### src/rtl/fb_pkg.sv
// Shared state encoding and framebuffer geometry helpers
// for the framebuffer scheduler.
package fb_pkg;

    typedef enum logic [0:0] {
        IDLE         = 1'b0,
        SWAP_PENDING = 1'b1
    } fb_state_e;

    function automatic int fb_w(input int h_active, input int scale);
        return h_active / scale;
    endfunction

    function automatic int fb_h(input int v_active, input int scale);
        return v_active / scale;
    endfunction

    function automatic int fb_addr_w(
        input int h_active,
        input int v_active,
        input int scale
    );
        return $clog2(2 * fb_w(h_active, scale) * fb_h(v_active, scale));
    endfunction

endpackage

### src/rtl/fb_addr_gen.sv
// Linear framebuffer address: buffer base plus y*FB_W+x.
// Buffer 1 sits directly above buffer 0 so both fit in 2*FB_W*FB_H words.
module fb_addr_gen #(
    parameter int FB_W   = 160,
    parameter int FB_H   = 120,
    parameter int ADDR_W = 16,
    parameter int X_W    = 8,
    parameter int Y_W    = 7
) (
    input  logic              buf_sel,
    input  logic [X_W-1:0]    x,
    input  logic [Y_W-1:0]    y,
    output logic [ADDR_W-1:0] addr
);

    localparam logic [ADDR_W-1:0] ROW      = ADDR_W'(FB_W);
    localparam logic [ADDR_W-1:0] BUF_BASE = ADDR_W'(FB_W * FB_H);

    logic [ADDR_W-1:0] base;

    always_comb begin
        base = buf_sel ? BUF_BASE : '0;
        addr = base + ADDR_W'(y) * ROW + ADDR_W'(x);
    end

endmodule

### src/rtl/framebuffer_scheduler.sv
// Single-port framebuffer arbiter: upscaled scan-out reads every SCALE
// pixels, draw writes in all other slots, tear-free buffer swap at frame start.
module framebuffer_scheduler
    import fb_pkg::*;
#(
    parameter int H_ACTIVE  = 640,
    parameter int V_ACTIVE  = 480,
    parameter int H_TOTAL   = 800,
    parameter int V_TOTAL   = 525,
    parameter int SCALE     = 4,
    parameter int DATA_W    = 12,
    localparam int FB_W     = fb_w(H_ACTIVE, SCALE),
    localparam int FB_H     = fb_h(V_ACTIVE, SCALE),
    localparam int ADDR_W   = fb_addr_w(H_ACTIVE, V_ACTIVE, SCALE),
    localparam int SX_W     = $clog2(H_TOTAL),
    localparam int SY_W     = $clog2(V_TOTAL),
    localparam int X_W      = $clog2(FB_W),
    localparam int Y_W      = $clog2(FB_H)
) (
    input  logic              i_clk_pxl,
    input  logic              i_reset,
    input  logic [SX_W-1:0]   i_sx,
    input  logic [SY_W-1:0]   i_sy,
    input  logic              i_hsync,
    input  logic              i_vsync,
    input  logic              i_de,
    input  logic              i_nf,
    input  logic              i_wr_valid,
    output logic              o_wr_ready,
    input  logic [X_W-1:0]    i_wr_x,
    input  logic [Y_W-1:0]    i_wr_y,
    input  logic [DATA_W-1:0] i_wr_data,
    input  logic              i_swap_req,
    output logic              o_swap_done,
    output logic              o_front,
    output logic [ADDR_W-1:0] o_mem_addr,
    output logic              o_mem_we,
    output logic [DATA_W-1:0] o_mem_wdata,
    input  logic [DATA_W-1:0] i_mem_rdata,
    output logic [DATA_W-1:0] o_pixel,
    output logic              o_hsync,
    output logic              o_vsync,
    output logic              o_de
);

    localparam int SHIFT = $clog2(SCALE);
    localparam logic [SX_W-1:0] SUB_MASK = SX_W'(SCALE - 1);
    localparam logic [X_W:0] FB_W_LIM = (X_W + 1)'(FB_W);
    localparam logic [Y_W:0] FB_H_LIM = (Y_W + 1)'(FB_H);

    fb_state_e state;
    logic front;
    logic display_slot;
    logic commit;
    logic front_next;
    logic wr_accept;
    logic wr_in_range;

    logic              ag_buf;
    logic [X_W-1:0]    ag_x;
    logic [Y_W-1:0]    ag_y;
    logic [ADDR_W-1:0] ag_addr;

    logic [1:0]        rd_dly;
    logic [2:0]        de_dly;
    logic [2:0]        hs_dly;
    logic [2:0]        vs_dly;
    logic [DATA_W-1:0] pix_q;

    // The swap commits combinationally so the frame-start read already
    // fetches from the newly presented buffer.
    always_comb begin
        display_slot = i_de && ((i_sx & SUB_MASK) == '0);
        commit       = (state == SWAP_PENDING) && i_nf;
        front_next   = front ^ commit;
        o_wr_ready   = !i_reset && (state == IDLE) && !display_slot;
        wr_accept    = i_wr_valid && o_wr_ready;
        wr_in_range  = ({1'b0, i_wr_x} < FB_W_LIM) &&
                       ({1'b0, i_wr_y} < FB_H_LIM);
    end

    always_comb begin
        if (display_slot) begin
            ag_buf = front_next;
            ag_x   = X_W'(i_sx >> SHIFT);
            ag_y   = Y_W'(i_sy >> SHIFT);
        end else begin
            ag_buf = ~front;
            ag_x   = i_wr_x;
            ag_y   = i_wr_y;
        end
    end

    fb_addr_gen #(
        .FB_W   (FB_W),
        .FB_H   (FB_H),
        .ADDR_W (ADDR_W),
        .X_W    (X_W),
        .Y_W    (Y_W)
    ) u_addr_gen (
        .buf_sel (ag_buf),
        .x       (ag_x),
        .y       (ag_y),
        .addr    (ag_addr)
    );

    always_ff @(posedge i_clk_pxl) begin
        if (i_reset) begin
            state       <= IDLE;
            front       <= 1'b0;
            o_swap_done <= 1'b0;
        end else begin
            front       <= front_next;
            o_swap_done <= commit;
            case (state)
                IDLE:         if (i_swap_req) state <= SWAP_PENDING;
                SWAP_PENDING: if (i_nf) state <= IDLE;
                default:      state <= IDLE;
            endcase
        end
    end

    always_ff @(posedge i_clk_pxl) begin
        if (i_reset) begin
            o_mem_addr  <= '0;
            o_mem_we    <= 1'b0;
            o_mem_wdata <= '0;
        end else begin
            o_mem_we <= 1'b0;
            if (display_slot) begin
                o_mem_addr <= ag_addr;
            end else if (wr_accept) begin
                o_mem_addr  <= ag_addr;
                o_mem_we    <= wr_in_range;
                o_mem_wdata <= i_wr_data;
            end
        end
    end

    // RAM data for a slot arrives two cycles later and is held for SCALE pixels.
    always_ff @(posedge i_clk_pxl) begin
        if (i_reset) begin
            rd_dly <= '0;
            de_dly <= '0;
            hs_dly <= '0;
            vs_dly <= '0;
            pix_q  <= '0;
        end else begin
            rd_dly <= {rd_dly[0], display_slot};
            de_dly <= {de_dly[1:0], i_de};
            hs_dly <= {hs_dly[1:0], i_hsync};
            vs_dly <= {vs_dly[1:0], i_vsync};
            if (rd_dly[1]) pix_q <= i_mem_rdata;
        end
    end

    assign o_front = front;
    assign o_de    = de_dly[2];
    assign o_hsync = hs_dly[2];
    assign o_vsync = vs_dly[2];
    assign o_pixel = de_dly[2] ? pix_q : '0;

endmodule

### config.mk
export PLATFORM = sky130hd
export DESIGN_NAME = framebuffer_scheduler
export DESIGN_NICKNAME = d
export VERILOG_FILES = /design/src/rtl/fb_pkg.sv /design/src/rtl/fb_addr_gen.sv /design/src/rtl/framebuffer_scheduler.sv
export SDC_FILE = /design/constraint.sdc
export NUM_CORES = 1
export LEC_CHECK = 0
export ABC_AREA = 0
export ABC_CLOCK_PERIOD_IN_PS = 4200
export CORE_UTILIZATION = 25
export DETAILED_ROUTE_END_ITERATION = 12
export HOLD_SLACK_MARGIN = 0.1
export SYNTH_ARGS = -nofsm -noshare
export SYNTH_HDL_FRONTEND = slang
export SYNTH_SLANG_ARGS = --single-unit
### constraint.sdc
create_clock -name i_clk_pxl -period 4.2 [get_ports i_clk_pxl]
set_clock_uncertainty 0.15 [all_clocks]
set_input_delay 0.84 -clock i_clk_pxl [delete_from_list [all_inputs] [get_ports i_clk_pxl]]
set_output_delay 0.84 -clock i_clk_pxl [all_outputs]
set_load 0.02 [all_outputs]
-- After elaboration in Yosys (flattened, before gate mapping)
Cells that the tools add are included.
- register bits after elaboration: 55
- output and inout bits: 47
- word-level logic and storage cells: 43
- add/sub/neg operators: 2
- multipliers: 1
- $lt $le $gt $ge: 2
- muxes and demuxes: 10
- bitwise gates (word level): 5
- reduce and logical (&&, ||, !) cells: 12
- operators with widths (cell ; number):
    16-bit 2-to-1 mux ; 2
    16-bit by 15-bit adder with 16-bit output ; 1
    16-bit by 8-bit adder with 16-bit output ; 1
    15-bit 2-to-1 mux ; 1
    12-bit 2-to-1 mux ; 1
    10-bit zero test ; 1
    7-bit by 3-bit multiplier with 10-bit output, second input constant ; 1
    8-bit < comparator, second input constant ; 1
    8-bit 2-to-1 mux ; 1
    7-bit < comparator, second input constant ; 1
    7-bit 2-to-1 mux ; 1
    1-bit logical AND ; 6
    1-bit NOT ; 4
    1-bit 2-to-1 mux ; 3
    3-bit OR reduction ; 1
    1-bit zero test ; 2
    1-bit case mux with 2 select lines ; 1
    2-bit AND reduction ; 1
    2-bit nonzero test ; 1
    1-bit XOR ; 1

-- Logic depth before layout (Yosys ltp)
- depth in word-level cells: 8
- gate-level depth with buffers: 16

-- By module
From an unflattened synthesis, not the netlist that was laid out.
- cells, all modules: 364
- area total of the unflattened synthesis: 2982.9 um2
- modules (own cells, without submodules) (module ; instances ; cells each ; area each (um2) ; seq. area each (um2)):
    framebuffer_scheduler ; 1 ; 271 ; 2250.9 ; 1101.1
    fb_addr_gen ; 1 ; 93 ; 732.0 ; 0.0

-- Worst setup path before layout
No wires, ideal clock.
- path type: input to register
- start point: input port i_sx[1]
- end point: register o_mem_addr[14]
- library setup time: 0.091 ns
- arrival: 4.369 ns
- slack: -0.410 ns
- stages on the path: 15
- cells stage by stage: nor3b_4 buf_2 buf_2 mux2_2 ha_1 ha_1 inv_1 fa_1 inv_1 ha_1 nand2_1 o21ai_0 a31oi_1 or4_1 a311oi_1
- longest elaborated chain between the ends: 8
- elaborated cells between the ends (all ways): 15
- those cells by class: 2 x add/sub; 1 x mul; 6 x mux; 6 x reduce/logical
- ends and longest elaborated chain (item ; line ; source):
    start: declaration ; framebuffer_scheduler.sv:22 ; input logic [SX_W-1:0] i_sx,
    10-bit zero test * ; framebuffer_scheduler.sv:73 ; display_slot = i_de && ((i_sx & SUB_MASK) == '0);
    1-bit logical AND * ; framebuffer_scheduler.sv:73 ;
    7-bit 2-to-1 mux or 1-bit 2-to-1 mux (tied branches) ; framebuffer_scheduler.sv:83 ; if (display_slot) begin
    7-bit by 3-bit multiplier with 10-bit output or 15-bit 2-to-1 mux (tied branches) ; fb_addr_gen.sv:23, fb_addr_gen.sv:22 ;
    16-bit by 15-bit adder with 16-bit output ; fb_addr_gen.sv:23 ; addr = base + ADDR_W'(y) * ROW + ADDR_W'(x);
    16-bit by 8-bit adder with 16-bit output ; fb_addr_gen.sv:23 ;
    16-bit 2-to-1 mux ; framebuffer_scheduler.sv:132 ; end else if (wr_accept) begin
    16-bit 2-to-1 mux ; framebuffer_scheduler.sv:130 ; if (display_slot) begin
    end signal: assignment ; framebuffer_scheduler.sv:131 ; o_mem_addr <= ag_addr;
    end signal: assignment ; framebuffer_scheduler.sv:133 ; o_mem_addr <= ag_addr;
    end: declaration ; framebuffer_scheduler.sv:36 ; output logic [ADDR_W-1:0] o_mem_addr,
Every way passes the cells marked *; elsewhere a longest branch is shown, timed or not. The select of a mux whose other input is x is not followed.
A chain may end at the register's enable or synchronous reset.

-- Worst setup path in the final report
- start point: input port i_sx[0]
- end point: register o_mem_addr[14]
Same word-level chain as after synthesis.

==> flow_summary.rst <==
.. list-table::
   :header-rows: 1

   * - Metric
     - Value
   * - Clock transition at the registers of the reported paths
     - 100 ps
   * - Number of global-route vias before repair
     - 2445
   * - DRC
     - 0
   * - Number of levels the H-tree was split into
     - 2
   * - Comb pwr share
     - 36.9%
   * - Met3 layer usage reported by global route
     - 2.02%
   * - Reg2reg path depth
     - 9
   * - Data required time at the worst endpoint
     - 4270 ps
   * - Proportion of register bits with asynchronous set or reset after synthesis
     - 0%
   * - Run status
     - complete, no violations
   * - Top area cells in the synthesized netlist
     - dfxtp_1 41%, mux2i_1 7.8%, ha_1 7.4%
   * - Root Driver
     - clkbuf_8
   * - Number of warnings reported in the yosys synthesis log
     - 0
   * - Worst setup EP type
     - register
   * - HPWL Detailed
     - 5.18 mm
   * - Kind of start point of the critical path
     - input pin
   * - Post-synthesis sequential element count
     - 55
   * - Tightest Hold Check Type
     - reg -> reg
   * - Gr ovfl total
     - 0
   * - Met1 capacity usage during global routing
     - 13.9%
   * - # Max-Cap Violations
     - 0
   * - CTS tree
     - done
   * - Final count of pins violating max slew
     - 0
   * - Total track usage
     - 12.1%
   * - Number of standard cells after synthesis
     - 300
   * - Largest family of logic cells by synthesized area
     - simple AND/OR/NAND/NOR gates
   * - Share of cells above drive strength 1
     - 14.8%
   * - Post-synth top flop
     - dfxtp_1
   * - Data arrival time of the critical path
     - 4110 ps
   * - Post-route ant nets
     - 0
   * - Routed via count
     - 2450
   * - Largest net degree at the start of global routing
     - 58
   * - Sequential share of the synthesized area
     - 40.6%
   * - Final setup TNS
     - 0 ps
   * - Fraction of power consumed by sequential logic
     - 42.1%
   * - Initial core utilization
     - 26.0%
   * - Worst vdd ir
     - 149 µV
   * - Internal power summed over all cells
     - 948 µW
   * - Switch Pwr
     - 414 µW
   * - Power per cell area
     - 317 nW/µm²
   * - Share of synthesized cell area in and, or, nand and nor gates
     - 20.8%
   * - Number of gates given a new drive strength after cts
     - 8
   * - Count of flip-flops with a built-in enable after synthesis
     - 0
   * - Worst r2r src
     - state
   * - Worst-skew pair later-pin latency
     - 300 ps
   * - Internal reg-to-reg setup slack
     - 1560 ps
   * - Layer with the highest usage after global routing
     - met2
   * - Antenna violations before repair
     - 0
   * - Worst setup path endpoint
     - o_mem_addr[14]
   * - Final cycle utilization of the critical path
     - 96.2%
   * - Post-Syn Nets
     - 385
   * - Leak pwr
     - 0.00166 µW
   * - Clock group share of total power
     - 21.0%
   * - Relative max-transition margin
     - 53.2%
   * - Number of distinct library cell variants in the gate-level netlist after synthesis
     - 35
   * - Die area
     - 11300 µm²
   * - Routed len/inst
     - 11.5 µm
   * - Top-Level Pins
     - 114
   * - Utilization of the core after routing
     - 41.3%
   * - Switching portion of total power
     - 30.4%
   * - Syn avg cell area
     - 9.03 µm²
   * - Peak fanout along the critical path
     - 4
   * - Number of buffers on the longest clock path
     - 2
   * - Area fraction in compound gates after synthesis
     - 10.9%
   * - # Post-CTS Setup Buffers
     - 0
   * - Total CTS buffers
     - 5
   * - Critical register-to-register path endpoint
     - o_mem_addr[14]
   * - Final antenna diode count
     - 0
   * - Number of DRC markers in iteration 0
     - 98
   * - Clock Sinks
     - 55
   * - CORE AREA
     - 10400 µm²
   * - Port buffer count
     - 110
   * - Global-route wire length before repair
     - 11.1 mm
   * - Setup repair after global routing missed its margin
     - false
   * - Gpl congestion
     - 0.739
   * - Cell type with the highest aggregate area in the netlist
     - dfxtp_1
   * - Worst Setup Path Type
     - in -> reg
   * - Post-cts hold buffer count
     - 0
   * - Crit path time final
     - 4040 ps
   * - Met2 demand-to-capacity share in global routing
     - 23.3%
   * - Pre-antenna DRT Iters
     - 4
   * - Critical path launch point
     - i_sx[0]
   * - Xor and xnor area share after synthesis
     - 3.88%
   * - Fraction of post-synthesis cell area in the top cell type by area
     - 40.6%
   * - Cell Area, Synth
     - 2710 µm²
   * - Mean number of vias per cell
     - 4.31
   * - Number of core rows
     - 37
   * - Transition time of the tightest slew-check pin
     - 701 ps
   * - Area Growth Syn to Fin
     - 58.8%
   * - Portion of netlist area occupied by mux cells
     - 10.7%
   * - Wire length reported by the detailed router
     - 6.55 mm
   * - Net count of the finished layout
     - 517
   * - # setup viols final
     - 0
   * - Die Ht
     - 106 µm
   * - Highest achievable clock rate
     - 247 MHz
   * - Post-synthesis share of cell area spent on full adders, half adders and majority gates
     - 8.87%
   * - Die X
     - 106 µm
   * - Final Hold Violating Endpoints
     - 0
==> cells in the mapped netlist, types with 3 or more instances <==
master / instances
a21oi_1: 13
xor2_1: 4
and2_1: 12
xnor2_1: 8
nand2b_1: 17
nand3_1: 3
ha_1: 16
clkbuf_1: 10
nor2b_1: 11
inv_1: 11
a211oi_1: 8
nand2_1: 26
o21ai_0: 17
nor3_1: 4
nor2_1: 34
mux2i_1: 21
dfxtp_1: 55
mux2_2: 7
==> power by group through the flow <==
| stage | clock network [µW] | registers [µW] | logic, µW |
|---|---|---|---|
| after detailed placement | 0 | 586 | 506 |
| after floorplan | 0 | 618 | 247 |
| after global placement | 0 | 585 | 500 |
| after global routing | 326 | 579 | 560 |
| after CTS | 300 | 574 | 512 |
| final | 286 | 573 | 503 |
==> layer usage <==
| layer | vias to the layer above | routed length, µm | part of all wire, % |
|---|---|---|---|
| met2 | 55 | 3390 | 52 |
| met4 | 0 | 11 | 0.17 |
| li1 | 1275 | - | - |
| met5 | - | 0 | 0 |
| met3 | 2 | 242 | 3.7 |
| met1 | 1118 | 2900 | 44 |
==> through the flow <==
stage	setup WS, ps	area (µm²)	std cells	power, µW	hold WS [ps]
after floorplan	-27.9	2790	300	865	264
after global placement	-381	4190	561	1080	267
after detailed placement	-414	4190	561	1090	277
after CTS	150	4300	569	1390	301
after global routing	1.13	4300	569	1460	310
final	158	4300	569	1360	294
==> layout make-up <==
class	instances	area (µm²)
fill	1054	6110
multi-input combinational	219	1580
timing repair buffer	140	1320
sequential	55	1100
tap	136	170
clock buffer	5	68.8
inverter	11	41.3
clock inverter	3	20.0
==> sequential cells by signal (all words and copies together) (netlist names) <==
| signal | flops |
|---|---|
| o_mem_we | 1 |
| rd_dly | 2 |
| state | 1 |
| pix_q | 12 |
| o_front | 1 |
| vs_dly | 3 |
| hs_dly | 3 |
| o_mem_wdata | 12 |
| de_dly | 3 |
| o_mem_addr | 16 |
| o_swap_done | 1 |
==> layout by cell type (no fill, tap or decap), drive strengths merged, types with 2 or more instances in the layout <==
| cell type | synthesis | layout |
|---|---|---|
| a211oi | 9 | 9 |
| a21o | 2 | 2 |
| a21oi | 15 | 15 |
| a311oi | 2 | 2 |
| and2 | 12 | 12 |
| buf | 4 | 31 |
| clkbuf | 10 | 5 |
| clkdlybuf4s50 | 1 | 106 |
| clkinvlp | 0 | 2 |
| dfxtp | 55 | 55 |
| dlygate4sd2 | 0 | 3 |
| fa | 2 | 2 |
| ha | 16 | 16 |
| inv | 11 | 11 |
| mux2 | 7 | 7 |
| mux2i | 21 | 21 |
| nand2 | 26 | 26 |
| nand2b | 17 | 17 |
| nand3 | 3 | 3 |
| nor2 | 34 | 34 |
| nor2b | 11 | 11 |
| nor3 | 4 | 4 |
| o21ai | 17 | 17 |
| or4 | 2 | 2 |
| xnor2 | 8 | 8 |
| xor2 | 4 | 4 |
==> worst max-delay path, cell delays in order <==
cell,delay (ps)
dlygate4sd2_1,250
nor3b_4,200
buf_6,150
mux2_4,340
ha_4,280
ha_4,120
inv_2,30
fa_2,530
inv_2,40
ha_4,270
nand2_2,50
o21ai_2,160
a31oi_2,110
or4_1,480
a311oi_1,260
==> logic make-up (layout without fill, tap and decap cells) <==
kind of cell	after synthesis	in the layout
AND/OR/NAND/NOR	113	113
XOR/XNOR	12	12
AO/OA/AOI/OAI	48	48
multiplexers	28	28
flip-flops	55	55
adder cells (fa/ha/maj)	18	18
buffers and inverters	26	159
==> worst min-delay path by stage <==
stage / from / to / cells after the start
2_1_floorplan: de_dly[0] / de_dly[1] / 1
6_report: hs_dly[1] / hs_dly[2] / 1
3_3_place_gp: rd_dly[0] / rd_dly[1] / 1
3_5_place_dp: vs_dly[1] / vs_dly[2] / 1
5_1_grt: vs_dly[0] / vs_dly[1] / 1
4_1_cts: hs_dly[1] / hs_dly[2] / 1
Power figures use the tool's default switching activity.
